==> src/rtl/ps2_host_tx.sv <==
// Host-to-device PS/2 transmitter: inhibits the bus, issues request-to-send,
// shifts a command byte out on device clock falls and samples the device ACK.
module ps2_host_tx #(
  parameter int INHIBIT_CYCLES = 5000,
  parameter int RTS_CYCLES     = 16,
  parameter int TIMEOUT_CYCLES = 750000
) (
  input  logic       clk,
  input  logic       resetn,
  input  logic [7:0] tx_data,
  input  logic       tx_valid,
  output logic       tx_ready,
  input  logic       ps2_clk_in,
  input  logic       ps2_data_in,
  output logic       ps2_clk_oe,
  output logic       ps2_data_oe,
  output logic       busy,
  output logic       done,
  output logic       ack_ok,
  output logic       timeout
);

  localparam int MAX_AB  = (INHIBIT_CYCLES > RTS_CYCLES) ? INHIBIT_CYCLES : RTS_CYCLES;
  localparam int MAX_CNT = (TIMEOUT_CYCLES > MAX_AB) ? TIMEOUT_CYCLES : MAX_AB;
  localparam int CW      = $clog2(MAX_CNT + 1);

  localparam logic [CW-1:0] INHIBIT_LAST = CW'(INHIBIT_CYCLES - 1);
  localparam logic [CW-1:0] RTS_LAST     = CW'(RTS_CYCLES - 1);
  localparam logic [CW-1:0] TIMEOUT_LAST = CW'(TIMEOUT_CYCLES - 1);

  typedef enum logic [2:0] {
    IDLE,
    INHIBIT,
    RTS,
    SEND,
    ACK,
    WAIT_IDLE,
    DONE
  } state_t;

  state_t        state, state_next;
  logic [2:0]    clk_sync, data_sync;
  logic          clk_prev;
  logic [CW-1:0] cnt, cnt_next;
  logic [3:0]    bit_cnt, bit_cnt_next;
  logic [8:0]    frame, frame_next;
  logic          data_oe, data_oe_next;
  logic          ack_next, timeout_next;
  logic          clk_s, data_s, fall, accept, expired;

  // Idle bus level is high, so the synchronizers come out of reset high to
  // avoid a phantom falling edge.
  always_ff @(posedge clk or negedge resetn) begin
    if (!resetn) begin
      clk_sync  <= 3'b111;
      data_sync <= 3'b111;
      clk_prev  <= 1'b1;
    end else begin
      clk_sync  <= {clk_sync[1:0], ps2_clk_in};
      data_sync <= {data_sync[1:0], ps2_data_in};
      clk_prev  <= clk_sync[2];
    end
  end

  assign clk_s   = clk_sync[2];
  assign data_s  = data_sync[2];
  assign fall    = clk_prev & ~clk_s;
  assign accept  = tx_valid & (state == IDLE);
  assign expired = (cnt == TIMEOUT_LAST);

  always_ff @(posedge clk or negedge resetn) begin
    if (!resetn) begin
      state   <= IDLE;
      cnt     <= '0;
      bit_cnt <= '0;
      frame   <= '0;
      data_oe <= 1'b0;
      ack_ok  <= 1'b0;
      timeout <= 1'b0;
    end else begin
      state   <= state_next;
      cnt     <= cnt_next;
      bit_cnt <= bit_cnt_next;
      frame   <= frame_next;
      data_oe <= data_oe_next;
      ack_ok  <= ack_next;
      timeout <= timeout_next;
    end
  end

  // data_oe is registered and only moves on a fall, so each bit is held
  // across the device's following rising edge.
  always_comb begin
    state_next   = state;
    cnt_next     = cnt;
    bit_cnt_next = bit_cnt;
    frame_next   = frame;
    data_oe_next = data_oe;
    ack_next     = ack_ok;
    timeout_next = timeout;
    case (state)
      IDLE: begin
        data_oe_next = 1'b0;
        if (accept) begin
          frame_next   = {~^tx_data, tx_data};
          ack_next     = 1'b0;
          timeout_next = 1'b0;
          bit_cnt_next = '0;
          cnt_next     = '0;
          state_next   = INHIBIT;
        end
      end
      INHIBIT: begin
        if (cnt == INHIBIT_LAST) begin
          cnt_next     = '0;
          data_oe_next = 1'b1;
          state_next   = RTS;
        end else begin
          cnt_next = cnt + 1'b1;
        end
      end
      RTS: begin
        if (cnt == RTS_LAST) begin
          cnt_next   = '0;
          state_next = SEND;
        end else begin
          cnt_next = cnt + 1'b1;
        end
      end
      SEND: begin
        if (fall) begin
          cnt_next = '0;
          if (bit_cnt == 4'd9) begin
            data_oe_next = 1'b0;
            state_next   = ACK;
          end else begin
            data_oe_next = ~frame[bit_cnt];
            bit_cnt_next = bit_cnt + 1'b1;
          end
        end else if (expired) begin
          data_oe_next = 1'b0;
          timeout_next = 1'b1;
          ack_next     = 1'b0;
          state_next   = DONE;
        end else begin
          cnt_next = cnt + 1'b1;
        end
      end
      ACK: begin
        if (fall) begin
          ack_next   = ~data_s;
          cnt_next   = '0;
          state_next = WAIT_IDLE;
        end else if (expired) begin
          data_oe_next = 1'b0;
          timeout_next = 1'b1;
          ack_next     = 1'b0;
          state_next   = DONE;
        end else begin
          cnt_next = cnt + 1'b1;
        end
      end
      WAIT_IDLE: begin
        if (clk_s && data_s) begin
          state_next = DONE;
        end else if (expired) begin
          data_oe_next = 1'b0;
          timeout_next = 1'b1;
          ack_next     = 1'b0;
          state_next   = DONE;
        end else begin
          cnt_next = cnt + 1'b1;
        end
      end
      DONE: begin
        state_next = IDLE;
      end
      default: begin
        data_oe_next = 1'b0;
        state_next   = IDLE;
      end
    endcase
  end

  assign ps2_clk_oe  = (state == INHIBIT) || (state == RTS);
  assign ps2_data_oe = data_oe;
  assign tx_ready    = (state == IDLE);
  assign busy        = (state != IDLE);
  assign done        = (state == DONE);

endmodule

==> config.mk <==
export PLATFORM = sky130hd
export DESIGN_NAME = ps2_host_tx
export DESIGN_NICKNAME = d
export VERILOG_FILES = /design/src/rtl/ps2_host_tx.sv
export SDC_FILE = /design/constraint.sdc
export NUM_CORES = 1
export LEC_CHECK = 0
export ABC_AREA = 1
export CORE_ASPECT_RATIO = 0.8
export CORE_MARGIN = 1
export CORE_UTILIZATION = 26
export DETAILED_ROUTE_END_ITERATION = 7
export GPL_TIMING_DRIVEN = 0
export PLACE_DENSITY = 0.46
export SETUP_SLACK_MARGIN = 0.4
export SKIP_LAST_GASP = 1
export SYNTH_ARGS = -nofsm -noshare
export SYNTH_HDL_FRONTEND = slang
export SYNTH_SLANG_ARGS = --single-unit
==> constraint.sdc <==
create_clock -name clk -period 2.74 [get_ports clk]
set_input_delay 0.548 -clock clk [delete_from_list [all_inputs] [get_ports clk]]
set_output_delay 0.548 -clock clk [all_outputs]
set_load 0.01 [all_outputs]
==> out/summary.txt <==
1st-pass router iterations - 5
syn avg cell area - 6.72 um^2
Worst slew margin - 59.3%
clock sink count - 46
initial antenna violation count - 0
Power Dens Cells - 742 nW/um^2
wl on met1 - 5220 um
Req. time, crit path - 2190 ps
layout cells sized above 1 - 9.88%
IO Pins - 20
Final Cycle Share - 81.0%
Synth area leader - dfrtp_1
Hold Crit Class - in2async
post-DP HPWL - 7440 um
setup violators final - 0
Tightest Pin Transition - 611 ps
1st-iter DRT viols - 234
TritonCTS buffer count - 5
vias in the first global route - 2973
Yosys cell types - 36
area share of the largest cell type after synthesis - 30.4%
clk root buf - clkbuf_16
register area share after synthesis - 36.2%
GRT Util Overall - 16.2%
global route overflow - 0
met3 wire len - 545 um
Final Cell Area - 3800 um^2
row cnt - 35
unrepaired setup endpoints after global routing - no
pin count of the biggest net entering global routing - 25
hold_buf cts - 0
Pleak - 1.77 nW
WHS - 254 ps
Syn. warnings - 0
fin. max-slew vios - 0
initial cell density of the core - 27.2%
crit path DAT - 1670 ps
core box area - 11800 um^2
Worst VDD drop - 0.000309 V
CTS tree - done
GPL Wtd Cong - 0.877
Area Growth Syn to Fin - 18.4%
mean routed wirelength per cell - 14.8 um
min Tclk post-route - 2220 ps
Synth area leaders - dfrtp_1 30%, nand2_1 18%, nand3_1 8.9%
path type of the worst setup path - reg2out
first-pass GRT wire length - 16200 um
via/cell ratio - 4.98
Seq cells post-synth - 46
ANT nets after route - 0
Top Layer Used - met4
n_diodes - 0
Die Y-Extent - 101 um
Mapped Area - 3210 um^2
Worst Path Max Fanout - 6
outcome - completed
Critical Path Sink Type - output port
Clock Latency Late Sink - 290 ps
Place WS - 470 ps
final hold vios - 0
detailed-route wire length - 9690 um
FILL cells - 1279
Worst setup SP type - flip-flop
Final WS setup - 522 ps
Cells after Synth - 477
CTS Buffer Depth - 2
Synth Net Count - 493
Setup TNS - 0 ps
CTS clk-pin slew, worst paths - 70 ps
worst clock skew - 5.59 ps
max_cap viols - 0
Area after DPL - 3600 um^2
Finished Core Util - 32.2%
routed wl met2 - 3830 um
fmax - 0.451 GHz
via count - 3257
port bufs - 19
Die X - 126 um
Nets - 521
H-tree depth - 2
DR DRC count - 0
die area - 12800 um^2
-- repair_timing --
action,4_1_cts,5_1_grt
endpoints found under the setup margin,1,2
buffers inserted,1,0
pin swaps,1,0
gates resized for setup,6,2
-- layout by cell type (no fill, tap or decap), drive strengths merged, types with 3 or more instances in the layout --
cell,n
xnor2,7
xor2,7
o21ai,28
inv,47
ha,3
dfrtp,39
clkbuf,8
buf,13
a21oi,10
nand2,155
o211ai,8
clkdlybuf4s50,17
nor3,9
nand3,59
nor2,53
nand4,23
dfstp,7
-- critical path, stage by stage (launching register included) --
cell and delay (ps):
dfrtp_2 490, inv_2 90, nand2_1 100, nor2_4 140
clkdlybuf4s50_1 550
-- final cells by class --
cell class	count	area, um^2	share of cell area (%)
multi-input combinational	371	1820	47.8
sequential	46	1160	30.6
timing repair buffer	21	211	5.57
tap	148	185	4.88
inverter	47	176	4.65
clock buffer	5	125	3.30
buffer	13	76.3	2.01
clock inverter	3	43.8	1.15
-- state kept, by name (all words and copies together), names as in the netlist --
name and cells:
clk_sync 3, ack_ok 1, state 3, data_sync 3, cnt 20, bit_cnt 4
frame 9, timeout 1, clk_prev 1, ps2_data_oe 1
-- power by group --
| group | leakage, nW | switching, W | internal (W) |
|---|---|---|---|
| registers | 0.594 | 0.000128 | 0.000810 |
| clock network | 0.0842 | 0.000287 | 0.000433 |
| logic | 1.09 | 0.000768 | 0.000391 |
| total | 1.77 | 0.00118 | 0.00163 |
-- metal layers --
| layer | global-route usage [%] | up-vias |
|---|---|---|
| li1 | - | 1633 |
| met1 | 25.8 | 1531 |
| met2 | 22.0 | 83 |
| met3 | 2.75 | 10 |
| met4 | 4.17 | 0 |
| met5 | 0 | - |
-- per-stage QoR --
stage	power, W	std cells
3_5_place_dp	0.00206	645
4_1_cts	0.00283	654
5_1_grt	0.00304	654
3_3_place_gp	0.00206	644
2_1_floorplan	0.00166	477
6_report	0.00282	654
-- Yosys cell counts (all sizes together) --
library cell  instances
a21boi                1
inv                  46
ha                    3
nor2                 53
xor2                  7
o22ai                 1
o21bai                2
or2                   1
nand3                59
clkbuf                3
and2                  1
dfrtp                39
a31oi                 1
dfstp                 7
buf                  10
o211ai                8
clkinv                1
o21ai                28
nand4                23
a21oi                10
nor3                  9
nand2               155
xnor2                 7
a41oi                 1
nand2b                1
-- kinds of logic after synthesis --
group / count (synthesis) / synth area share, %
simple gates: 302 / 41.7
buf+inv: 60 / 7.88
compound gates: 52 / 9.29
flops: 46 / 36.2
xor+xnor: 14 / 3.82
fa+ha+maj: 3 / 1.17
-- worst paths after layout --
kind | slack [ps] | from | cells past startpoint | endpoint
setup / recovery | 520 | state[2]$_DFFE_PN0P_ | 4 | tx_ready
hold / removal | 250 | resetn | 1 | cnt[11]$_DFFE_PN0P_
setup reg to reg | 650 | cnt[0]$_DFFE_PN0P_ | 10 | cnt[10]$_DFFE_PN0P_
hold reg to reg | 360 | data_sync[0]$_DFF_PN1_ | 0 | data_sync[1]$_DFF_PN1_
max in group asynchronous | 1860 | resetn | 2 | clk_prev$_DFF_PN1_
min in group clk | 360 | data_sync[0]$_DFF_PN1_ | 0 | data_sync[1]$_DFF_PN1_
Power figures use the tool's default switching activity.
